<file path="src/rtl/super_pkg.sv">
// Shared types for the ALU-sharing arbiter: operator encoding and the
// request/response payload records carried through the issue and response stages.
package super_pkg;

    // Widest tag the payload records can carry; the arbiter's TAG_W must not exceed it.
    localparam int TAG_MAX_W = 8;

    typedef enum logic [1:0] {
        ALU_ADD = 2'd0,
        ALU_SUB = 2'd1,
        ALU_AND = 2'd2,
        ALU_OR  = 2'd3
    } alu_op_e;

    typedef struct packed {
        alu_op_e                op;
        logic [31:0]            a;
        logic [31:0]            b;
        logic [TAG_MAX_W-1:0]   tag;
    } alu_req_t;

    typedef struct packed {
        logic [31:0]            result;
        logic [TAG_MAX_W-1:0]   tag;
    } alu_rsp_t;

endpackage

</file>
<file path="src/rtl/alu_share_arb_sel.sv">
// Grant selection for the two requesters of the shared ALU.
// Default: round-robin with a 1-bit pointer.
// ALU_ARB_FIXED_PRIO_EN: requester 0 has priority, requester 1 wins once
// after STARVE_LIM consecutive contended losses.
module alu_share_arb_sel
    import super_pkg::*;
#(
    parameter int STARVE_LIM = 4
) (
    input  logic       clk_i,
    input  logic       rst_i,
    input  logic [1:0] req_valid_i,
    input  logic       xfer_i,
    output logic [1:0] grant_o
);

`ifdef ALU_ARB_FIXED_PRIO_EN
    localparam int CNT_W = $clog2(STARVE_LIM + 2);

    logic [CNT_W-1:0] losses;

    // Requester 0 wins contention unless requester 1 has lost STARVE_LIM times in a row
    always_comb begin
        grant_o = req_valid_i;
        if (req_valid_i == 2'b11)
            grant_o = (losses >= CNT_W'(STARVE_LIM)) ? 2'b10 : 2'b01;
    end

    // Count contended losses of requester 1; any transfer to it clears the count
    always_ff @(posedge clk_i or posedge rst_i) begin
        if (rst_i)
            losses <= '0;
        else if (xfer_i) begin
            if (grant_o[1])
                losses <= '0;
            else if (req_valid_i[1])
                losses <= losses + 1'b1;
        end
    end
`else
    logic ptr;

    // Contention goes to the pointer side; a lone requester is always granted
    always_comb begin
        grant_o = req_valid_i;
        if (req_valid_i == 2'b11)
            grant_o = ptr ? 2'b10 : 2'b01;
    end

    // After a transfer, favour the side that did not win
    always_ff @(posedge clk_i or posedge rst_i) begin
        if (rst_i)
            ptr <= 1'b0;
        else if (xfer_i)
            ptr <= ~grant_o[1];
    end
`endif

endmodule

</file>
<file path="src/rtl/alu_share_arb.sv">
// Two-requester front end for a shared combinational ALU.
// S1 (issue register) drives alu_*, S2 (response register) drives rsp_*.
// Optional macro ALU_ARB_FIXED_PRIO_EN selects fixed priority with starvation
// relief instead of round-robin (see alu_share_arb_sel).
module alu_share_arb
    import super_pkg::*;
#(
    parameter int TAG_W      = 5,
    parameter int STARVE_LIM = 4
) (
    input  logic                  clk_i,
    input  logic                  rst_i,
    input  logic [1:0]            req_valid_i,
    output logic [1:0]            req_ready_o,
    input  alu_op_e [1:0]         req_op_i,
    input  logic [1:0][31:0]      req_a_i,
    input  logic [1:0][31:0]      req_b_i,
    input  logic [1:0][TAG_W-1:0] req_tag_i,
    output logic                  alu_valid_o,
    output alu_op_e               alu_operator_o,
    output logic [31:0]           alu_a_o,
    output logic [31:0]           alu_b_o,
    input  logic [31:0]           alu_result_i,
    output logic                  rsp_valid_o,
    input  logic                  rsp_ready_i,
    output logic                  rsp_id_o,
    output logic [TAG_W-1:0]      rsp_tag_o,
    output logic [31:0]           rsp_result_o,
    output logic [15:0]           contend_cnt_o
);

    logic [1:0]  grant;
    logic [2:1]  vld_pipe;     // [1] = S1 valid, [2] = S2 valid
    logic        s1_adv;
    logic        s1_open;
    logic        xfer;
    logic        sel_id;
    alu_req_t    req_sel;
    alu_req_t    s1_q;
    logic        s1_id;
    alu_rsp_t    s2_q;
    logic        s2_id;
    logic [15:0] contend_q;
    logic        tag_unused;

    alu_share_arb_sel #(.STARVE_LIM(STARVE_LIM)) u_sel (
        .clk_i       (clk_i),
        .rst_i       (rst_i),
        .req_valid_i (req_valid_i),
        .xfer_i      (xfer),
        .grant_o     (grant)
    );

    assign s1_adv      = ~vld_pipe[2] | rsp_ready_i;
    assign s1_open     = ~vld_pipe[1] | s1_adv;
    assign req_ready_o = grant & {2{s1_open}};
    assign xfer        = |(req_valid_i & req_ready_o);
    assign sel_id      = grant[1];

    // Payload of the granted requester, tag widened to the record width
    always_comb begin
        req_sel.op  = req_op_i[sel_id];
        req_sel.a   = req_a_i[sel_id];
        req_sel.b   = req_b_i[sel_id];
        req_sel.tag = TAG_MAX_W'(req_tag_i[sel_id]);
    end

    // Stage valid bits and the contention counter
    always_ff @(posedge clk_i or posedge rst_i) begin
        if (rst_i) begin
            vld_pipe  <= '0;
            contend_q <= '0;
        end else begin
            if (s1_open)
                vld_pipe[1] <= xfer;
            if (s1_adv)
                vld_pipe[2] <= vld_pipe[1];
            if (req_valid_i == 2'b11 && contend_q != 16'hFFFF)
                contend_q <= contend_q + 16'd1;
        end
    end

    // Payload registers load only on capture so outputs hold while stalled
    always_ff @(posedge clk_i) begin
        if (xfer) begin
            s1_q  <= req_sel;
            s1_id <= sel_id;
        end
        if (s1_adv && vld_pipe[1]) begin
            s2_q.result <= alu_result_i;
            s2_q.tag    <= s1_q.tag;
            s2_id       <= s1_id;
        end
    end

    // Tag bits above TAG_W are always zero and deliberately dropped on output
    assign tag_unused = ^s2_q.tag;

    assign alu_valid_o    = vld_pipe[1];
    assign alu_operator_o = s1_q.op;
    assign alu_a_o        = s1_q.a;
    assign alu_b_o        = s1_q.b;
    assign rsp_valid_o    = vld_pipe[2];
    assign rsp_id_o       = s2_id;
    assign rsp_tag_o      = s2_q.tag[TAG_W-1:0];
    assign rsp_result_o   = s2_q.result;
    assign contend_cnt_o  = contend_q;

endmodule

</file>
<file path="config.mk">
export PLATFORM = sky130hd
export DESIGN_NAME = alu_share_arb
export DESIGN_NICKNAME = d
export VERILOG_FILES = /design/src/rtl/super_pkg.sv /design/src/rtl/alu_share_arb_sel.sv /design/src/rtl/alu_share_arb.sv
export SDC_FILE = /design/constraint.sdc
export NUM_CORES = 1
export LEC_CHECK = 0
export BUFFER_PORTS_ARGS = -buffer_cell sky130_fd_sc_hd__clkbuf_2
export CORE_MARGIN = 2
export CORE_UTILIZATION = 30
export CTS_CLUSTER_DIAMETER = 100
export DETAILED_ROUTE_END_ITERATION = 16
export MAX_ROUTING_LAYER = met4
export PLACE_DENSITY = 0.59
export REMOVE_ABC_BUFFERS = 1
export SYNTH_ARGS = -nofsm -noshare
export SYNTH_HDL_FRONTEND = slang
export SYNTH_SLANG_ARGS = --single-unit
</file>
<file path="constraint.sdc">
create_clock -name clk_i -period 2.5 [get_ports clk_i]
set_clock_uncertainty 0.05 [all_clocks]
set_input_delay 0 -clock clk_i [delete_from_list [all_inputs] [get_ports clk_i]]
set_output_delay 0 -clock clk_i [all_outputs]
set_load 0.005 [all_outputs]
</file>
; Word level (Yosys, flattened, before mapping)
; Index checks and enable logic that the tools add are counted.
[word_totals]
ff_bits = 129
latch_bits = 0
ram_bits = 0
rom_bits = 0
output_inout_bits = 124
wordCells = 36
n_memories = 0
[classes]
add_sub_neg = 1
n_mul = 0
div = 0
magnitude_cmp = 1
n_eq_ne = 2
n_shift = 0
muxes = 10
bitwise = 7
n_reduce_logical = 3
[op_table]
columns = operator, count
row1 = $mux W32, 4
row2 = $add A16 B1 Y16 const B, 1
row3 = $ne A16 B16 Y1 const B, 1
row4 = $mux W5, 2
row5 = $mux W2, 4
row6 = $and A2 B2 Y2, 2
row7 = $not A1 Y1, 3
row8 = $eq A2 B2 Y1 const B, 1
row9 = $logic_and A1 B1 Y1, 2
row10 = $lt A1 B2 Y1 const B, 1
row11 = $or A1 B1 Y1, 2
row12 = $reduce_or A2 Y1, 1

; Depth between registers and ports, before layout
; Gate-level depths: netlist (run 1).
[logic_depth]
depth_word = 6
mapped_depth = 6

; Hierarchy
; Synthesis (run 1) repeated with hierarchy kept, for this count alone.
[unflattened]
hier_cells = 349
hier_area_um2 = 5612.9
[by_module_without_submodules]
columns = module, n_inst, cells_per_inst, area_each_um2, seq_area_each_um2
row1 = alu_share_arb, 1, 342, 5552.8, 3753.6
row2 = alu_share_arb_sel, 1, 7, 60.1, 25.0

; Worst setup path after synthesis (run 1)
; OpenSTA, ideal clock, no wires.
[synth_timing]
path_kind = register to register
startpoint = register u_sel.ptr
endpoint = register s1_q (netlist bit alu_a_o[0]), enable pin
setup_ps = 429
t_arrival_ps = 1790
required_ps = 2021
path_slack_ps = 231
stages_incl_launch_ff = 5
path_buffers = 0
synth_period_minus_slack_ps = 2269
cell_sequence = dfrtp_1 -> o21ai_1 -> inv_2 -> and2_1 -> or2_2
[synth_via]
elab_chain_len = 5
[synth_lines]
columns = item, line_no
row1 = start: declaration, alu_share_arb_sel.sv:41  ; logic ptr;
row2 = start signal: assignment, alu_share_arb_sel.sv:55  ; ptr <= ~grant_o[1];
row3 = $mux W2, alu_share_arb_sel.sv:47  ; grant_o = ptr ? 2'b10 : 2'b01;
row4 = $mux W2, alu_share_arb_sel.sv:46  ; if (req_valid_i == 2'b11)
row5 = $and A2 B2 Y2, alu_share_arb.sv:56  ; assign req_ready_o = grant & {2{s1_open}};
row6 = net req_ready_o[1], alu_share_arb.sv:14  ; output logic [1:0] req_ready_o,
row7 = $and A2 B2 Y2, alu_share_arb.sv:57  ; assign xfer = |(req_valid_i & req_ready_o);
row8 = $reduce_or A2 Y1, alu_share_arb.sv:57
row9 = net u_sel.xfer_i, alu_share_arb_sel.sv:13  ; input logic xfer_i,
row10 = end signal: assignment, alu_share_arb.sv:86  ; s1_q <= req_sel;
row11 = end: declaration, alu_share_arb.sv:39  ; alu_req_t s1_q;
; The timed path passes the listed nets, and every way through them passes these cells.
; A chain may end at the register's enable or synchronous reset.

==> flow_metrics.env, run 1 <==
export IMPL_fin_nets=1094
export IMPL_die_h_um=141
export IMPL_synth_cell_types=33
export IMPL_cap_violations=0
export IMPL_crit_arrival_ns=2.49
export IMPL_worstSetupPathType="reg -> reg"
export IMPL_slowest_stage="buf_4"
export IMPL_setup_violations=0
export IMPL_ctsHtreeMaxLevel=4
export IMPL_swShare_pct=24.1
export IMPL_cp_slowest_stage_delay_ns=0.63
export IMPL_start_kind="flop"
export IMPL_setup_worst_path_start="u_sel.ptr"
export IMPL_layout_common_cells="302 x clkbuf_2, 217 x nand2_1, 179 x dlygate4sd3_1, 110 x edfxtp_1, 19 x dfrtp_1"
export IMPL_hold_slack_ns=0.0885
export IMPL_crit_buf_inv=2
export IMPL_regToRegSetupSlack_ns=0.23
export IMPL_cp_cell_sequence="o21ai_4, buf_4, nand2_1, nand2_1, dlygate4sd3_1"
export IMPL_cts_resized=0
export IMPL_cpMostUsedCell="nand2_1"
export IMPL_yosysWarnings=0
export IMPL_grt_busiest_layer="met2"
export IMPL_drt_iter0_markers=248
export IMPL_design_core_area_mm2=0.0181
export IMPL_syn_area_per_cell_um2=11.4
export IMPL_seq_power_share_pct=41.5
export IMPL_wl_per_cell_um=13.8
export IMPL_intPower_uw=5120
export IMPL_cp_end_kind="flop"
export IMPL_slew_headroom_pct=29.0
export IMPL_clkTransAtPathRegs_ns=0.06
export IMPL_antenna_found_initial=0
export IMPL_ioPinCount=303
export IMPL_route_detailed_drc=0
export IMPL_pwr_share_clk_pct=40.7
export IMPL_vias_per_cell=4.28
export IMPL_numPortBuffers=302
export IMPL_finalHoldViolations=0
export IMPL_synthesis_area_mm2=0.00560
export IMPL_worstPathRequired_ns=2.72
export IMPL_grt_overflow_total=0
export IMPL_ant_nets=0
export IMPL_mostFrequentLayoutCell="clkbuf_2"
export IMPL_diodes=0
export IMPL_grt_util_met2_pct=28.6
export IMPL_place_hpwl_um=10100
export IMPL_grtUsageMet3_pct=5.50
export IMPL_p_per_area_mw_per_mm2=723
export IMPL_worst_pin_slew_ns=1.07
export IMPL_cp_top_family="buffers and inverters"
export IMPL_rsz0062_at_grt="false"
export IMPL_power_leakage_uw=0.00449
export IMPL_crit_end="alu_b_o[25]"
export IMPL_final_core_util_pct=51.4
export IMPL_gp_congestion=0.784
export IMPL_cp_depth=5
export IMPL_die_w_um=141
export IMPL_clock_sinks=129
export IMPL_tns_ns=0
export IMPL_holdCritPathClass="in -> reg"
export IMPL_combPwrFrac_pct=17.7
export IMPL_cts_tree="yes"
export IMPL_r2r_end="alu_b_o[25]"
export IMPL_yosysSeqAreaShare_pct=67.5
export IMPL_syn_to_final_growth_pct=66.5
export IMPL_dieArea_mm2=0.0198
export IMPL_final_cell_area_mm2=0.00932
export IMPL_grt_use_total_pct=16.7
export IMPL_start_util_pct=30.8
export IMPL_routed_wl_um=16000
export IMPL_peakVddDrop_mv=0.428
export IMPL_grt_pass1_wl_um=25000
export IMPL_drive_gt1_share_pct=37.2
export IMPL_cts_buffer_depth=2
export IMPL_numCtsBuffers=17
export IMPL_status="finished clean"
export IMPL_r2r_start="u_sel.ptr"
export IMPL_drv_slew=0
export IMPL_fmax_mhz=441
export IMPL_post_dp_cell_area_mm2=0.00687
export IMPL_dr_pass1_iters=5
export IMPL_synthCells=492
export IMPL_fill_cells=1592
export IMPL_critPathMaxFanout=71
export IMPL_rows=49
export IMPL_use_met1_pct=18.6
export IMPL_p_sw_uw=1630
export IMPL_r2r_cells=5
export IMPL_fin_crit_sh_pct=90.8
export IMPL_clk_latency_ns=0.40
export IMPL_grt_pass1_vias=5120
export IMPL_root_buffer="clkbuf_16"
export IMPL_via_count=4947
export IMPL_grt_max_degree=73
export IMPL_yosys_register_bits=129
export IMPL_layout_min_cycle_time_ns=2.27
==> worst reg2reg max path, cell delays in order (launching register included) <==
cell           delay [ns]
dfrtp_1              0.42
o21ai_4              0.17
buf_4                0.63
nand2_1              0.18
nand2_1              0.11
dlygate4sd3_1        0.58
==> power groups by stage <==
stage | clock (uW) | combinational (uW) | sequential, uW
after floorplan | 0 | 337 | 2850
after global placement | 0 | 874 | 2830
after detailed placement | 0 | 872 | 2840
after CTS | 2820 | 1200 | 2800
after global routing | 2920 | 1330 | 2830
final | 2750 | 1200 | 2800
==> state kept, by name, summed over array words and instances, names as in the netlist <==
| signal | flops |
|---|---|
| vld_pipe | 2 |
| s1_id | 1 |
| rsp_id_o | 1 |
| contend_cnt_o | 16 |
| rsp_tag_o | 5 |
| rsp_result_o | 32 |
| s1_q | 5 |
| alu_a_o | 32 |
| u_sel.ptr | 1 |
| alu_operator_o | 2 |
| alu_b_o | 32 |
==> worst min path at each step <==
stage | end | cells past startpoint | startpoint
after floorplan | contend_cnt_o[0] | 1 | rst_i
after global placement | contend_cnt_o[8] | 2 | rst_i
after detailed placement | contend_cnt_o[7] | 2 | rst_i
after CTS | contend_cnt_o[4] | 4 | req_valid_i[1]
after global routing | contend_cnt_o[5] | 4 | req_valid_i[1]
final | contend_cnt_o[5] | 4 | req_valid_i[1]
==> synth_stat cells <==
library cell	number	area, um2
inv_2	1	3.75
clkbuf_1	13	48.8
mux2_2	1	11.3
nand3_1	5	25.0
nand4_2	1	12.5
xor2_1	2	17.5
or4_4	1	11.3
nor3_1	2	10.0
o21a_1	2	15.0
nand3b_1	1	7.51
edfxtp_1	110	3300
nand4_1	6	37.5
and3_1	6	37.5
and3_2	1	7.51
xnor2_1	10	87.6
o211ai_1	3	22.5
inv_1	5	18.8
nor2_1	4	15.0
nand2_1	217	815
mux2_4	1	15.0
a21oi_1	2	10.0
o21ai_1	1	5.00
or2_2	1	6.26
buf_6	1	11.3
ha_1	1	12.5
nand2b_1	2	12.5
dfrtp_1	19	475
buf_4	66	495
o31ai_1	1	7.51
o211a_1	1	10.0
o21bai_1	1	7.51
and2_1	3	18.8
buf_1	1	3.75
==> metrics by stage <==
stage / setup WS (ns) / std cells / total power (uW)
floorplan: -3.03 / 411 / 3190
global placement: 0.482 / 945 / 3710
detailed placement: 0.460 / 945 / 3720
CTS: 0.230 / 1156 / 6820
global route: 0.101 / 1156 / 7080
finish: 0.231 / 1156 / 6740
==> per-layer routing <==
layer / share of wire, % / up-vias
met5: 0 / -
met4: 1.7 / 0
met3: 8.1 / 17
met2: 50 / 229
met1: 40 / 2286
li1: - / 2415
==> cells by family after synthesis <==
logic type / after synthesis / synth area share [%]
and+or+nand+nor: 250 / 18.1
DFF: 129 / 67.5
buffers and inverters: 87 / 10.4
xor gates and xnor gates: 12 / 1.88
AOI/OAI and AO/OA: 11 / 1.39
muxes: 2 / 0.469
adders and majority gates: 1 / 0.223
==> what timing repair did <==
item                       in CTS  in global routing
setup endpoints to repair       0                  0
hold buffers                  179                  0
buffers inserted                0                  0
hold endpoints to repair      125                  0
==> cell type report <==
type | instances | area, um2 | share of cell area (%)
Tap cell | 229 | 287 | 3.07
Sequential cell | 129 | 3780 | 40.5
Clock inverter | 15 | 229 | 2.46
Inverter | 6 | 22.5 | 0.242
Clock buffer | 17 | 425 | 4.56
Timing Repair Buffer | 484 | 3330 | 35.7
Multi-Input combinational cell | 276 | 1250 | 13.4
(Power assumes the default switching activity.)
==> inputs of run 2 (changes only) <==
Settings changed: SETUP_SLACK_MARGIN set to 0.4.
==> run 2 against run 1 <==
Effect of this change:
- worst setup slack better by 0.31 ns
- utilization up 0.083 points
- global-route usage up 1.1 points
- sequential share of layout area down 0.052 points
- total power down 1.0%
- highest routed layer unchanged
- via count up 1.7%
- register-to-register slack better by 0.31 ns
- worst hold slack worse by 0.0026 ns
- flip-flop and latch count unchanged
==> flow_metrics.env, run 2 (same netlist as run 1, synthesis figures left out) <==
export IMPL_start_util_pct=30.8
export IMPL_tns_ns=0
export IMPL_clkTransAtPathRegs_ns=0.06
export IMPL_layout_setup_ws_ns=0.536
export IMPL_rows=49
export IMPL_grt_max_degree=73
export IMPL_power_leakage_uw=0.00447
export IMPL_hold_slack_ns=0.0859
export IMPL_grt_use_total_pct=17.8
export IMPL_crit_arrival_ns=2.20
export IMPL_antenna_found_initial=0
export IMPL_via_count=5029
export IMPL_peakVddDrop_mv=0.424
export IMPL_routed_wl_um=17600
export IMPL_layout_cells_non_filler=1159
export IMPL_dp_slack_ns=0.460
export IMPL_fin_nets=1095
export IMPL_layout_common_cells="302 x clkbuf_2, 217 x nand2_1, 179 x dlygate4sd3_1, 110 x edfxtp_1, 18 x dfrtp_1"
export IMPL_rsz0062_at_grt="false"
export IMPL_die_w_um=141
export IMPL_ioPinCount=303
export IMPL_grt_pass1_vias=5262
export IMPL_wl_per_cell_um=15.2
export IMPL_cts_tree="yes"
export IMPL_worstPathRequired_ns=2.74
export IMPL_critPathMaxFanout=12
export IMPL_fin_crit_sh_pct=78.5
export IMPL_holdCritPathClass="in -> reg"
export IMPL_post_dp_cell_area_mm2=0.00687
export IMPL_fmax_mhz=509
export IMPL_gp_congestion=0.784
export IMPL_intPower_uw=5020
export IMPL_root_buffer="clkbuf_16"
export IMPL_syn_to_final_growth_pct=66.8
export IMPL_clk_latency_ns=0.41
export IMPL_start_kind="flop"
export IMPL_drt_iter0_markers=272
export IMPL_mostFrequentLayoutCell="clkbuf_2"
export IMPL_grt_pass1_wl_um=26700
export IMPL_ant_nets=0
export IMPL_swShare_pct=24.7
export IMPL_status="finished clean"
export IMPL_worst_pin_slew_ns=0.807
export IMPL_cap_violations=0
export IMPL_layout_min_cycle_time_ns=1.96
export IMPL_drive_gt1_share_pct=37.4
export IMPL_place_hpwl_um=10100
export IMPL_die_h_um=141
export IMPL_p_per_area_mw_per_mm2=715
export IMPL_ctsHtreeMaxLevel=4
export IMPL_worstSetupPathType="reg -> reg"
export IMPL_drv_slew=0
export IMPL_route_detailed_drc=0
export IMPL_seq_power_share_pct=42.0
export IMPL_grt_overflow_total=0
export IMPL_fill_cells=1559
export IMPL_design_core_area_mm2=0.0181
export IMPL_final_cell_area_mm2=0.00934
export IMPL_setup_violations=0
export IMPL_finalHoldViolations=0
export IMPL_slew_headroom_pct=46.2
export IMPL_dr_pass1_iters=4
export IMPL_vias_per_cell=4.34
export IMPL_dieArea_mm2=0.0198
export IMPL_p_sw_uw=1650
export IMPL_combPwrFrac_pct=16.8
export IMPL_cts_setup_buffers=0
export IMPL_cp_end_kind="flop"
export IMPL_place_inst=945
export IMPL_cts_buffer_depth=2
export IMPL_numCtsBuffers=17
export IMPL_clock_sinks=129
export IMPL_pwr_share_clk_pct=41.3
export IMPL_numPortBuffers=302
-- run 2: worst paths after layout --
path	start	end	slack [ns]	depth (start not counted)
max reg2reg	contend_cnt_o[12]	contend_cnt_o[1]	0.54	4
min in group asynchronous	rst_i	contend_cnt_o[8]	0.24	3
min	req_valid_i[1]	contend_cnt_o[5]	0.09	4
max in group asynchronous	rst_i	contend_cnt_o[0]	1.63	3
min reg2reg	s1_q[1]	rsp_tag_o[1]	0.37	0
max	contend_cnt_o[12]	contend_cnt_o[1]	0.54	4
-- run 2: timing repair --
item                                    CTS  global route
hold buffers                            179             0
hold endpoints to repair                125             0
gates resized for setup                   0             2
endpoints found under the setup margin    0            73
-- run 2: stage by stage --
step	power (uW)	util (%)
2_1_floorplan	3190	-
3_3_place_gp	3710	37.9
3_5_place_dp	3720	37.9
4_1_cts	6720	51.4
5_1_grt	6980	51.4
6_report	6670	51.4
-- run 2: power groups by stage --
stage | logic (uW) | registers (uW) | clock network [uW]
2_1_floorplan | 337 | 2850 | 0
4_1_cts | 1100 | 2800 | 2820
6_report | 1120 | 2800 | 2760
3_5_place_dp | 872 | 2840 | 0
3_3_place_gp | 874 | 2830 | 0
5_1_grt | 1230 | 2830 | 2920
-- run 2: per-layer routing --
metal	track usage, %	part of all wire [%]	wire [um]	vias up
met1	19.8	41	7180	2320
met4	6.84	1.9	334	0
li1	-	-	-	2421
met3	6.01	8.5	1500	23
met5	-	0	0	-
met2	29.7	49	8570	265
-- run 2: worst max-delay path: stages (launching register included) --
cell and delay (ns):
dfrtp_1 0.44, nand4_1 0.20, or4_4 0.61, o21a_1 0.24
mux2_4 0.30
-- run 2: final cells by class --
| class | instances | area [um2] | share of cell area [%] |
|---|---|---|---|
| sequential | 129 | 3780 | 40.5 |
| multi-input combinational | 277 | 1260 | 13.5 |
| tap | 229 | 287 | 3.07 |
| clock inverter | 15 | 229 | 2.45 |
| inverter | 6 | 22.5 | 0.241 |
| timing repair buffer | 484 | 3330 | 35.6 |
| clock buffer | 17 | 425 | 4.56 |
| antenna | 2 | 5.00 | 0.0536 |
